===== src/rtl/dither_pkg.sv =====
`default_nettype none
// ============================================================================
// dither_pkg : shared mode encoding and 2x2 Bayer threshold matrix
// Revision   : 1.0
// ============================================================================
package dither_pkg;

  typedef enum logic [1:0] {
    DITH_TRUNC   = 2'b00,
    DITH_ROUND   = 2'b01,
    DITH_DIFFUSE = 2'b10,
    DITH_BAYER   = 2'b11
  } dither_mode_t;

  // Indexed by {line_par, pix_par}
  localparam logic [1:0] BAYER2 [4] = '{2'd0, 2'd2, 2'd3, 2'd1};

endpackage
`default_nettype wire


===== src/rtl/dither_channel.sv =====
`default_nettype none
// ============================================================================
// dither_channel : single-channel quantiser with its diffusion error register
// Revision       : 1.0
// ============================================================================
module dither_channel
  import dither_pkg::*;
#(
  parameter int IN_BITS  = 8,
  parameter int OUT_BITS = 4
) (
  input  logic                clk,
  input  logic                rst,
  input  dither_mode_t        mode_i,
  input  logic                visible_i,
  input  logic                line_par_i,
  input  logic                pix_par_i,
  input  logic [IN_BITS-1:0]  x_i,
  output logic [OUT_BITS-1:0] q_o
);

  localparam int D  = IN_BITS - OUT_BITS;
  localparam int SW = IN_BITS + 1;

  logic [D-1:0]  err_q, err_d;
  logic [SW-1:0] addend;
  logic [SW-1:0] sum;
  logic          sat;

  always_comb begin
    addend = '0;
    case (mode_i)
      DITH_TRUNC:   addend = '0;
      DITH_ROUND:   addend = SW'(1) << (D - 1);
      DITH_DIFFUSE: addend = SW'(err_q);
      DITH_BAYER:   addend = SW'(BAYER2[{line_par_i, pix_par_i}]) << (D - 2);
      default:      addend = '0;
    endcase
    sum = {1'b0, x_i} + addend;
    // Carry into the extra bit means the sum exceeded full scale
    sat = sum[IN_BITS];
    q_o = sat ? '1 : sum[IN_BITS-1:D];

    err_d = '0;
    if (visible_i && (mode_i == DITH_DIFFUSE) && !sat) begin
      err_d = sum[D-1:0];
    end
  end

  always_ff @(posedge clk) begin
    if (rst) begin
      err_q <= '0;
    end else begin
      err_q <= err_d;
    end
  end

endmodule
`default_nettype wire


===== src/rtl/dither_quantizer.sv =====
`default_nettype none
// ============================================================================
// dither_quantizer : N-channel colour quantiser with pixel/line parity tracking
// Revision         : 1.0
// ============================================================================
module dither_quantizer
  import dither_pkg::*;
#(
  parameter int IN_BITS  = 8,
  parameter int OUT_BITS = 4,
  parameter int N_CH     = 3
) (
  input  logic                     clk,
  input  logic                     rst,
  input  logic [1:0]               mode,
  input  logic                     visible,
  input  logic                     frame_start,
  input  logic [N_CH*IN_BITS-1:0]  color_in,
  output logic [N_CH*OUT_BITS-1:0] color_out,
  output logic                     visible_out
);

  dither_mode_t              mode_e;
  logic                      visible_q;
  logic                      pix_par_q, pix_par_d;
  logic                      line_par_q, line_par_d;
  logic [N_CH*OUT_BITS-1:0]  color_q, color_d;
  logic [N_CH*OUT_BITS-1:0]  q_all;

  assign mode_e = dither_mode_t'(mode);

  for (genvar i = 0; i < N_CH; i++) begin : g_ch
    dither_channel #(
      .IN_BITS  (IN_BITS),
      .OUT_BITS (OUT_BITS)
    ) u_ch (
      .clk        (clk),
      .rst        (rst),
      .mode_i     (mode_e),
      .visible_i  (visible),
      .line_par_i (line_par_q),
      .pix_par_i  (pix_par_q),
      .x_i        (color_in[i*IN_BITS +: IN_BITS]),
      .q_o        (q_all[i*OUT_BITS +: OUT_BITS])
    );
  end

  always_comb begin
    pix_par_d  = visible ? ~pix_par_q : 1'b0;
    line_par_d = line_par_q;
    // frame_start takes priority over a coincident end-of-line
    if (frame_start) begin
      line_par_d = 1'b0;
    end else if (visible_q && !visible) begin
      line_par_d = ~line_par_q;
    end
    color_d = visible ? q_all : '0;
  end

  always_ff @(posedge clk) begin
    if (rst) begin
      visible_q  <= 1'b0;
      pix_par_q  <= 1'b0;
      line_par_q <= 1'b0;
      color_q    <= '0;
    end else begin
      visible_q  <= visible;
      pix_par_q  <= pix_par_d;
      line_par_q <= line_par_d;
      color_q    <= color_d;
    end
  end

  assign color_out   = color_q;
  assign visible_out = visible_q;

endmodule
`default_nettype wire

===== config.mk =====
export PLATFORM = sky130hd
export DESIGN_NAME = dither_quantizer
export DESIGN_NICKNAME = d
export VERILOG_FILES = /design/src/rtl/dither_pkg.sv /design/src/rtl/dither_channel.sv /design/src/rtl/dither_quantizer.sv
export SDC_FILE = /design/constraint.sdc
export NUM_CORES = 1
export LEC_CHECK = 0
export BUFFER_PORTS_ARGS = -buffer_cell sky130_fd_sc_hd__buf_2
export CORE_MARGIN = 4
export CORE_UTILIZATION = 48
export CTS_CLUSTER_SIZE = 30
export DETAILED_ROUTE_END_ITERATION = 10
export PLACE_DENSITY = 0.76
export SYNTH_ARGS = -nofsm -noshare
export SYNTH_HDL_FRONTEND = slang
export SYNTH_HIERARCHICAL = 1
export SYNTH_SLANG_ARGS = --single-unit

===== constraint.sdc =====
create_clock -name clk -period 2.35 [get_ports clk]
set_input_delay 0.47 -clock clk [delete_from_list [all_inputs] [get_ports clk]]
set_output_delay 0.47 -clock clk [all_outputs]
set_load 0.05 [all_outputs]

==> results_dict.tcl <==
set metrics [dict create \
    status "completed" \
    drt_iter0_markers 81 \
    finalHoldViolations 0 \
    p_switching_mw 0.2847 \
    fin_crit_sh_pct 94.12 \
    grt_max_degree 16 \
    finalSetupViolCount 0 \
    syn-num-nets 237 \
    antenna_found_initial 0 \
    min_from "frame_start" \
    drt-total-wl_um 3688 \
    path_clk_slew_ns 0.09 \
    layout_commonest_cell "buf_2" \
    io_pins 43 \
    skew_ns 0.004125 \
    tightest_slew_ns 0.3470 \
    fin_crit_ns 2.212 \
    fmax_ghz 0.4521 \
    syn2layout_area_growth_pct 23.05 \
    post-route-cell-area_um2 2191 \
    fin_nets 297 \
    dp_slack_ns -0.2225 \
    cp-start-kind "primary input" \
    ant_nets 0 \
    clockPowerShare_pct 27.6 \
    placed_area_um2 2142 \
    seqPwrFrac_pct 49.4 \
    rsz0062_at_grt "no" \
    total_power_mw 0.9684 \
    layout-drive-gt1-share_pct 30.68 \
    placementRows 21 \
    insertion_delay_ns 0.27 \
    vias 1570 \
    drv_slew 0 \
    max_cap_violations 0 \
    tritoncts "built" \
    tns_ns 0 \
    first_pass_iters 4 \
    initial_core_util_pct 51.33 \
    grt_overflow 0 \
    p_leak_nw 0.9679 \
    cts_root_buf "clkbuf_8" \
    critPathArrivalTime_ns 2.39 \
    worstHoldPathType "in2reg" \
    startpoint "mode[1]" \
    grt_pass1_wl_um 5989 \
    die_x_um 68.91 \
    comb_power_share_pct 23.0 \
    synth.avg_cell_area_um2 9.273 \
    synthDistinctLibCells 35 \
    ir_worst_vdd_v 0.0001827 \
    vias_per_cell 5.286 \
    syn_inst 192 \
    final_cell_mix "buf_2, dfxtp_1, and2_1, inv_1" \
    clockBufferDepth 2 \
    drc 0 \
    cp_max_fo 6 \
    gp_congestion 0.9145 \
    wl_per_cell_um 12.42 \
    worstSetupPathType "in2reg" \
    yosysSeqAreaShare_pct 30.36 \
    cp.required_ns 2.52 \
    ys_ff_latch 27 \
    yosysWarnings 6 \
    switching_share_pct 29.40 \
    internal_power_mw 0.6836 \
    antenna_cells 0 \
    r2r_start "line_par_q" \
    dp_hpwl_um 2912 \
    p_per_area_nw_per_um2 442.0 \
    setup_ws_ns 0.1381 \
    track_usage_pct 16.58 \
    die_h_um 68.91 \
    htree_levels 1 \
    coreArea_um2 3468 \
    die_area_um2 4748 \
    synth.cell_area_um2 1780 \
    cts_buffers 3 \
    cts_sinks 27 \
    io_buffers 42 \
    first_global_vias 1438 \
    slew-limit-headroom_pct 76.86 \
    cp-end-kind "register" \
]
worst max-delay path: stages:
cell and delay (ns):
buf_2 0.11, nor2b_1 0.19, and2_1 0.15, ha_1 0.15, inv_1 0.05, fa_2 0.36, nor2b_4 0.17, o21ai_4 0.08
a21oi_1 0.18, mux2_1 0.33, and2_1 0.13
worst paths after layout:
path,depth (start not counted),slack [ns],endpoint
setup / recovery,11,0.14,color_out[10]
hold / removal,2,0.37,line_par_q
setup reg to reg,9,0.28,color_out[5]
hold reg to reg,1,0.51,pix_par_q
repair_timing:
item	4_1_cts	5_1_grt
gates resized for setup	0	1
setup endpoints to repair	0	1
buffers inserted	0	0
hold buffers	0	0
metal layers:
metal  GRT usage [%]  vias to the layer above  wire [µm]
met5               0                        -          0
met4           5.109                        0         38
met3           3.566                        4        263
met2           28.45                       38       1702
met1           20.63                      704       1684
li1                -                      824          -
cell usage after synthesis:
master     instances  area share, %
dfxtp_1           27             30
and2_1            15            5.3
inv_1             15            3.2
nor2b_1           14            4.9
ha_1              12            8.4
a21oi_1           11            3.1
nand2_1            9            1.9
nand4_1            6            2.1
nor3b_1            6            2.5
nor4_1             6            2.1
o21ai_0            6            1.7
a211oi_1           5            2.1
nor2b_4            4            3.1
nor3_1             4            1.1
o21ai_1            4            1.1
xnor2_1            4            2.0
a21boi_1           3            1.3
a21o_1             3            1.3
a221o_1            3            1.7
a31oi_1            3            1.1
and4_1             3            1.5
fa_1               3            3.4
mux2i_1            3            1.7
nand3b_1           3            1.3
o2111ai_1          3            1.5
o21ai_4            3            2.7
a21oi_2            2           0.98
a32oi_1            2           0.98
mux2_1             2            1.3
nor2_2             2           0.70
o21ai_2            2           0.98
a211oi_2           1           0.70
buf_6              1           0.63
mux2_4             1           0.84
nor2_4             1           0.63
sequential cells by signal, summed over array words and instances, names as in the netlist:
register	count
g_ch.u_ch/err_q	12
line_par_q	1
color_out	12
visible_out	1
pix_par_q	1
cell type report:
type	instances	area, µm²
timing repair buffer	56	315.3
clock inverter	1	5.005
fill	332	1277
multi-input combinational	149	1175
inverter	15	56.30
sequential	27	540.5
clock buffer	3	41.29
tap	46	57.56
power by group through the flow:
stage               Sequential (mW)  Clock [mW]  Combinational [mW]
global placement              0.489           0               0.220
global route                  0.480       0.297               0.245
finish                        0.478       0.267               0.223
detailed placement            0.489           0               0.221
floorplan                     0.526           0               0.105
CTS                           0.479       0.285               0.223
through the flow:
stage	hold WS, ns	std cells	utilization [%]
final	0.3654	297	63.17
after global routing	0.3653	297	63.17
after CTS	0.3554	297	63.10
after detailed placement	0.4874	293	61.76
after global placement	0.4794	293	61.76
after floorplan	0.4647	192	-
cells by family (layout without fill, tap and decap cells):
| kind of cell | Yosys count | in the layout | share of synthesized area, % |
|---|---|---|---|
| buffers and inverters | 16 | 75 | 3.795 |
| multiplexers | 6 | 6 | 3.795 |
| adder cells (fa/ha/maj) | 15 | 15 | 11.81 |
| AND/OR/NAND/NOR | 73 | 73 | 27.13 |
| XOR/XNOR | 4 | 4 | 1.967 |
| flip-flops | 27 | 27 | 30.36 |
| AO/OA/AOI/OAI | 51 | 51 | 21.15 |
Power figures use the tool's default switching activity.
